[config.mk]
export PLATFORM = sky130hd
export DESIGN_NAME = nram_write_arbiter_flat
export DESIGN_NICKNAME = d
export VERILOG_FILES = /design/src/rtl/nram_write_arbiter_if.sv /design/src/rtl/nram_write_arbiter.sv /design/src/flat_wrapper.sv
export SDC_FILE = /design/constraint.sdc
export NUM_CORES = 1
export LEC_CHECK = 0
export ABC_AREA = 1
export CORE_MARGIN = 4
export CORE_UTILIZATION = 45
export CTS_CLUSTER_DIAMETER = 200
export DETAILED_ROUTE_END_ITERATION = 12
export DONT_BUFFER_PORTS = 1
export GPL_TIMING_DRIVEN = 1
export PLACE_DENSITY_LB_ADDON = 0.25
export SYNTH_ARGS = -nofsm -noshare
export SYNTH_HDL_FRONTEND = slang
export SYNTH_SLANG_ARGS = --single-unit
[constraint.sdc]
create_clock -name clk -period 1.56 [get_ports clk]
set_input_delay 0.156 -clock clk [delete_from_list [all_inputs] [get_ports clk]]
set_output_delay 0.156 -clock clk [all_outputs]
set_load 0.05 [all_outputs]
[src/rtl/nram_write_arbiter_if.sv]
// Request-side handshake bundle for nram_write_arbiter: per-requester valid/addr/data
// in packed slices, plus the one-hot ready returned by the arbiter.
interface nram_write_arbiter_if #(
    parameter int W    = 8,
    parameter int NREQ = 2,
    parameter int AW   = 1
);
    logic [NREQ-1:0]    io_req_valid;
    logic [NREQ*AW-1:0] io_req_addr;
    logic [NREQ*W-1:0]  io_req_data;
    logic [NREQ-1:0]    io_req_ready;

    modport master (
        output io_req_valid,
        output io_req_addr,
        output io_req_data,
        input  io_req_ready
    );

    modport slave (
        input  io_req_valid,
        input  io_req_addr,
        input  io_req_data,
        output io_req_ready
    );
endinterface

[src/rtl/nram_write_arbiter.sv]
// Round-robin arbiter sharing the NRAM single write port between NREQ requesters.
// Optional NRAM_WR_COUNT_EN adds per-requester saturating accepted-write counters (io_wr_count).
module nram_write_arbiter #(
    parameter int W    = 8,
    parameter int NREG = 2,
    parameter int NREQ = 2,
    parameter int AW   = 1
) (
    input  logic                      clk,
    input  logic                      reset,
    nram_write_arbiter_if.slave       req,
    output logic [W-1:0]              io_Dbus,
    output logic [NREG-1:0]           io_ENbus,
    output logic [$clog2(NREQ)-1:0]   io_grant_id,
    output logic                      io_err,
    input  logic                      io_clr_err
`ifdef NRAM_WR_COUNT_EN
    ,
    output logic [NREQ*8-1:0]         io_wr_count
`endif
);

    localparam int PW = $clog2(NREQ);

    logic [W-1:0]    dbus_q, dbus_d;
    logic [NREG-1:0] en_q,   en_d;
    logic [PW-1:0]   gid_q,  gid_d;
    logic [PW-1:0]   ptr_q,  ptr_d;
    logic            err_q,  err_d;

    logic            found;
    logic [PW-1:0]   win;
    logic [NREQ-1:0] ready;
    logic            xfer;
    logic [AW-1:0]   win_addr;
    logic [W-1:0]    win_data;
    logic            in_range;

    // Search upward from the pointer with wrap; the first valid requester wins.
    always_comb begin
        // NOTE: every variable assigned in always_comb gets a default first, so no latch is inferred.
        int idx;
        found = 1'b0;
        win   = '0;
        idx   = 0;
        for (int k = 0; k < NREQ; k++) begin
            idx = int'(ptr_q) + k;
            if (idx >= NREQ) idx = idx - NREQ;
            if (!found && req.io_req_valid[idx]) begin
                found = 1'b1;
                win   = PW'(idx);
            end
        end
    end

    // Nothing is accepted while reset is held, even though the pointer already reads zero.
    assign xfer = found & ~reset;

    always_comb begin
        ready = '0;
        if (xfer) ready[win] = 1'b1;
    end

    assign req.io_req_ready = ready;

    assign win_addr = req.io_req_addr[int'(win)*AW +: AW];
    assign win_data = req.io_req_data[int'(win)*W +: W];
    assign in_range = int'(win_addr) < NREG;

    always_comb begin
        dbus_d = dbus_q;
        en_d   = '0;
        gid_d  = gid_q;
        ptr_d  = ptr_q;
        err_d  = err_q & ~io_clr_err;
        if (xfer) begin
            dbus_d = win_data;
            gid_d  = win;
            ptr_d  = (win == PW'(NREQ - 1)) ? '0 : win + PW'(1);
            for (int r = 0; r < NREG; r++) begin
                en_d[r] = in_range && (int'(win_addr) == r);
            end
            // A bad address overrides a simultaneous clear.
            if (!in_range) err_d = 1'b1;
        end
    end

    always_ff @(posedge clk or posedge reset) begin
        // NOTE: sequential state uses non-blocking assignments so all flops update from pre-edge values.
        if (reset) begin
            dbus_q <= '0;
            en_q   <= '0;
            gid_q  <= '0;
            ptr_q  <= '0;
            err_q  <= 1'b0;
        end else begin
            dbus_q <= dbus_d;
            en_q   <= en_d;
            gid_q  <= gid_d;
            ptr_q  <= ptr_d;
            err_q  <= err_d;
        end
    end

    assign io_Dbus     = dbus_q;
    assign io_ENbus    = en_q;
    assign io_grant_id = gid_q;
    assign io_err      = err_q;

`ifdef NRAM_WR_COUNT_EN
    logic [7:0] cnt_q [NREQ];
    logic [7:0] cnt_d [NREQ];

    // Saturating per-requester counts; the clear strobe beats a same-edge increment.
    always_comb begin
        for (int i = 0; i < NREQ; i++) begin
            cnt_d[i] = cnt_q[i];
            if (io_clr_err) begin
                cnt_d[i] = '0;
            end else if (xfer && (win == PW'(i)) && (cnt_q[i] != 8'hFF)) begin
                cnt_d[i] = cnt_q[i] + 8'd1;
            end
        end
    end

    // NOTE: the counter array is a handful of flops, not a RAM, so it takes the async reset like any other state.
    always_ff @(posedge clk or posedge reset) begin
        if (reset) begin
            for (int i = 0; i < NREQ; i++) cnt_q[i] <= '0;
        end else begin
            for (int i = 0; i < NREQ; i++) cnt_q[i] <= cnt_d[i];
        end
    end

    always_comb begin
        io_wr_count = '0;
        for (int i = 0; i < NREQ; i++) io_wr_count[i*8 +: 8] = cnt_q[i];
    end
`endif

endmodule

[src/flat_wrapper.sv]
// flat-port wrapper written by rule: the top's interface ports become plain ports
module nram_write_arbiter_flat 
#(
    parameter int W    = 8,
    parameter int NREG = 2,
    parameter int NREQ = 2,
    parameter int AW   = 1
)
  (clk, reset, io_Dbus, io_ENbus, io_grant_id, io_err, io_clr_err, req_io_req_valid, req_io_req_addr, req_io_req_data, req_io_req_ready);
  nram_write_arbiter_if #(.W(W), .NREQ(NREQ), .AW(AW)) req_i ();
  input  logic clk;
  input  logic reset;
  output logic [W-1:0] io_Dbus;
  output logic [NREG-1:0] io_ENbus;
  output logic [$clog2(NREQ)-1:0] io_grant_id;
  output logic io_err;
  input  logic io_clr_err;
  input wire logic [$bits(req_i.io_req_valid)-1:0] req_io_req_valid;
  input wire logic [$bits(req_i.io_req_addr)-1:0] req_io_req_addr;
  input wire logic [$bits(req_i.io_req_data)-1:0] req_io_req_data;
  output wire logic [$bits(req_i.io_req_ready)-1:0] req_io_req_ready;
  assign req_i.io_req_valid = req_io_req_valid;
  assign req_i.io_req_addr = req_io_req_addr;
  assign req_i.io_req_data = req_io_req_data;
  assign req_io_req_ready = req_i.io_req_ready;
  nram_write_arbiter #(.W(W), .NREG(NREG), .NREQ(NREQ), .AW(AW)) u_core (.clk(clk), .reset(reset), .req(req_i), .io_Dbus(io_Dbus), .io_ENbus(io_ENbus), .io_grant_id(io_grant_id), .io_err(io_err), .io_clr_err(io_clr_err));
endmodule
# --- After elaboration in Yosys (flattened, before gate mapping) ---
# Cells that the tools add are included.
totals:
  ff_bits: 13
  output_inout_bits: 14
  wordCells: 42
op_classes:
  add_sub_neg: 4
  magnitude_cmp: 6
  n_shift: 2
  muxes: 17
  bitwise_logic: 5
  reduce_logical: 3
ops:
  columns: ["op", "n"]
  rows:
  - ["$lt A32 B3 Y1 const B", 2]
  - ["$mux W32", 2]
  - ["$ge A32 B3 Y1 const B", 1]
  - ["$sub A32 B3 Y32 const B", 1]
  - ["$shiftx A16 B5 Y8", 1]
  - ["$mux W1", 12]
  - ["$mux W2", 2]
  - ["$not A1 Y1", 3]
  - ["$sub A1 B2 Y3 const B", 1]
  - ["$add A1 B1 Y2 const B", 1]
  - ["$and A1 B1 Y1", 2]
  - ["$ge A1 B2 Y1 const B", 1]
  - ["$logic_and A1 B1 Y1", 2]
  - ["$lt A1 B2 Y1 const B", 1]
  - ["$shiftx A2 B2 Y1", 1]
  - ["$add A1 B1 Y1 const B", 1]
  - ["$demux W1 S1", 1]
  - ["$ge A1 B1 Y1 const B", 1]
  - ["$logic_not A1 Y1", 1]

# --- Depth between registers and ports, before layout ---
logic_depth:
  depth_word: 14
  ltp_mapped: 6

# --- Worst setup path after synthesis ---
# Ideal clock, no wire load.
synth_path:
  path_kind: "reg2out"
  startpoint: "register u_core.ptr_q"
  endpoint: "output req_io_req_ready[1]"
  t_arrival_ps: 1374
  required_time_ps: 1404
  path_slack_ps: 30
  stages_incl_launch_ff: 6
  cell_sequence: "dfrtp_1 -> inv_1 -> nand2_2 -> nand2_1 -> buf_4 -> nor2_1"
synth_via:
  elab_chain_cells: 14
  word_cells_on_any_way: 26
  cone_classes: "add/sub: 3; order compare: 4; mux: 15; bitwise: 1; reduce/logical: 3"
synth_rtl:
  columns: ["element", "line_no", "source"]
  rows:
  - ["start: declaration", "nram_write_arbiter.sv:28", "logic [PW-1:0] ptr_q, ptr_d;"]
  - ["start signal: assignment", "nram_write_arbiter.sv:100", "ptr_q <= ptr_d;"]
  - ["parallel branches: the longest is 13 deep, another holds $sub A32 B3 Y32", null, null]
  - ["$mux W2 *", "nram_write_arbiter.sv:61", "if (xfer) ready[win] = 1'b1;"]
  - ["end: declaration", "flat_wrapper.sv:21", "output wire logic [$bits(req_i.io_req_ready)-1:0] req_io_req_ready;"]
# Mark *: on every way between the ends. The select of a mux whose other input is x is not followed.

# --- Final worst setup path ---
layout_path:
  startpoint: "register u_core.ptr_q"
  endpoint: "output req_io_req_ready[0]"
# The elaborated chain is that of the path after synthesis.

==> Flow_metrics.wiki <==
{| class="wikitable"
! Metric !! Value
|-
| Post-Syn Area per Cell || 8.87 µm²
|-
| Slowest cell on the critical path || sky130_fd_sc_hd__dfrtp_1
|-
| Clock tree root driver cell || sky130_fd_sc_hd__clkbuf_4
|-
| Number of setup buffers added after CTS || 0
|-
| Proportion of synthesized chip area in sequential cells || around 54%
|-
| Maximum capacitance violations || 0
|-
| Die area || ~2000 µm²
|-
| Worst hold slack after final layout || ~0.042 ns
|-
| Cells after synthesis || 68
|-
| Final weighted congestion in routability-driven placement || 0.730
|-
| Number of antenna violations at the first check in global routing || 0
|-
| Filler cells || 94
|-
| Setup repair after global routing missed its margin || false
|-
| Leakage power figure || approximately 0.33 nW
|-
| Maximum fanout along the worst path || 10
|-
| Type of element capturing the critical path || output pin
|-
| Bufs on Longest Clock Path || 2
|-
| Library cell with the largest summed area after synthesis || sky130_fd_sc_hd__dfrtp_1
|-
| Final worst path period share || 93.6%
|-
| Crit-path cells || inv_1, nand2_2, nand2_4, nand2_1, inv_1, buf_12
|-
| TritonCTS clock tree || done
|-
| Reg2reg setup slack || 0.46 ns
|-
| Number of global-route vias before repair || 533
|-
| Top achievable clock speed || 685 MHz
|-
| Most frequent cells after synthesis || 17 x sky130_fd_sc_hd__nand3_1, 13 x sky130_fd_sc_hd__dfrtp_1, 13 x sky130_fd_sc_hd__nand2_1
|-
| Path type of the worst min-delay path || in2reg
|-
| Placed cell count || 83
|-
| DRC violation count after routing || 0
|-
| Placement Cell Area || 641 µm²
|-
| Post-synth top flop || sky130_fd_sc_hd__dfrtp_1
|-
| R2R depth || 6
|-
| Number of synthesized register bits || 13
|-
| Critical Path AT || 1.30 ns
|-
| Routed vias || 522
|-
| Detail-routed via count per cell || roughly 5.9
|-
| Wire length of the first global-routing pass || 2370 µm
|-
| Worst setup margin || 0.0993 ns
|-
| Hold depth || 2
|-
| CP max stage delay || about 0.37 ns
|-
| Slew margin rel. || 67.2%
|-
| Number of warning messages in the yosys log || 0
|-
| Detailed Route Iter0 Violations || 9
|-
| Worst path most repeated cell || sky130_fd_sc_hd__inv_1
|-
| Async set-reset flop share out of synthesis || 100%
|-
| Final core utilization || 58.5%
|-
| H-tree depth reported by CTS || 1
|-
| Quantity of I/O buffers inserted on ports || 0
|-
| Total number of cells along the worst setup path || 6
|-
| Area contributors post-synth || sky130_fd_sc_hd__dfrtp_1 54%, sky130_fd_sc_hd__nand3_1 14%, sky130_fd_sc_hd__nand4_1 8.3%
|-
| Routed Antenna Nets || 0
|-
| Clock transition time at the flip-flop clock pins of the worst setup and hold paths || 0.08 ns
|-
| Crit path buf inv count || 3
|-
| Area of the core region || 1190 µm²
|-
| Critical path required time || 1.40 ns
|-
| Overall die width || 44.6 µm
|-
| Cell type group with the largest total delay on the critical path || flip-flops
|-
| Worst IR drop on VDD || 0.727 mV
|-
| Share of layout cells above drive strength 1 || between 10% and 20%
|-
| Post-detailed-routing wire length || 1460 µm
|-
| Area growth from synthesis to layout || 15.1%
|-
| Total nets after synthesis || 91
|-
| IO Pins || 37
|-
| Outcome || completed
|-
| Number of library cell types mapped by synthesis || 13
|-
| Post-Route Setup TNS || 0 ns
|-
| Clock insertion delay at the later pin of the skew report || 0.26 ns
|-
| Number of enable flip-flop cells after synthesis || 0
|-
| Final hold vios || 0
|-
| Netlist area before placement || 603 µm²
|-
| Maximum number of pins on one net before global-route repair || 13
|-
| Max Transition Viols Final || 0
|-
| Final Setup Violations || 0
|-
| Diodes inserted || 0
|-
| Std cell rows || 12
|-
| Final Critical Period || roughly 1.5 ns
|-
| Critical path launch point type || flip-flop
|-
| Post-route cell area || 694 µm²
|-
| Cts bufs inserted || 3
|-
| Remaining Overflow, GRT || 0
|-
| First drt pass iteration count || 4
|-
| Initial core utilization || between 50 and 60%
|-
| NumNets Final || a little under 100
|-
| Height of the die || 44.6 µm
|-
| Area share of the largest cell type after synthesis || between 50 and 60%
|-
| Total power density per cell area || 1260 nW/µm²
|-
| Most instantiated library cell after synthesis || sky130_fd_sc_hd__nand3_1
|-
| Post-place setup slack || ~0.28 ns
|-
| Clk sinks || 13
|-
| Post-Route Skew || 0.00873 ns
|-
| Final non-filler cell total || 89
|-
| Global-route usage over all layers || 16.7%
|-
| CP Class || reg2out
|-
| Overall power of the completed layout || 0.872 mW
|-
| Worst-margin pin slew || 0.492 ns
|-
| Average wire per standard cell || 16.4 µm
|}
worst paths after layout:
check                                          from                            end
setup / recovery           u_core.ptr_q$_DFFE_PP0P_            req_io_req_ready[0]
hold / removal                   req_io_req_data[2]  u_core.io_Dbus[2]$_DFFE_PP0P_
setup reg to reg           u_core.ptr_q$_DFFE_PP0P_  u_core.io_Dbus[1]$_DFFE_PP0P_
hold reg to reg            u_core.ptr_q$_DFFE_PP0P_       u_core.ptr_q$_DFFE_PP0P_
max in group asynchronous                     reset   u_core.io_ENbus[0]$_DFF_PP0_
min in group asynchronous                     reset  u_core.io_Dbus[4]$_DFFE_PP0P_
where the power goes:
part	total (mW)	switching [mW]	internal, mW
registers	0.543	0.166	0.376
clock network	0.200	0.101	0.0986
logic	0.130	0.0795	0.0501
cell usage in the layout (no fill, tap or decap), drive strengths merged:
cell type	netlist	layout
nand3	17	17
nand2	14	14
dfrtp	13	13
nand4	8	8
nor2	5	5
inv	4	4
clkbuf	0	4
buf	3	4
o21ai	3	3
dlygate4sd3	0	2
a21oi	1	1
worst register-to-register path, stage by stage, from the launching register on:
cell                      delay (ns)
sky130_fd_sc_hd__dfrtp_1        0.33
sky130_fd_sc_hd__inv_1          0.05
sky130_fd_sc_hd__nand2_2        0.17
sky130_fd_sc_hd__nand2_4        0.11
sky130_fd_sc_hd__buf_4          0.17
sky130_fd_sc_hd__nand3_1        0.07
sky130_fd_sc_hd__nand3_1        0.07
final cells by class:
cell class | instances | area [µm²] | share of cell area [%]
tap | 14 | 17.5 | 2.52
inverter | 4 | 15.0 | 2.16
clock buffer | 4 | 26.3 | 3.78
multi-input combinational | 48 | 248 | 35.7
timing repair buffer | 6 | 62.6 | 9.01
sequential | 13 | 325 | 46.8
per-layer routing:
layer	GRT usage (%)	wire, µm	part of all wire (%)	vias up
li1	-	-	-	249
met1	19.2	537	37	242
met2	24.6	705	48	27
met3	10.2	194	13	4
met4	7.23	23	1.6	0
met5	0	0	0	-
registers in the layout, summed over array words and instances (netlist names):
register,flops
u_core.io_err,1
u_core.io_Dbus,8
u_core.io_ENbus,2
u_core.io_grant_id,1
u_core.ptr_q,1
kinds of logic after synthesis:
kind of cell	synth area share, %
and+or+nand+nor	35.9
DFF	53.9
buffers and inverters	6.22
AOI/OAI and AO/OA	3.94
repair_timing:
action | 4_1_cts | 5_1_grt
hold endpoints to repair | 15 | 0
cloned | 0 | 0
hold buffers | 2 | 0
gates resized for setup | 1 | 1
setup endpoints to repair | 1 | 1
(Power assumes the default switching activity.)
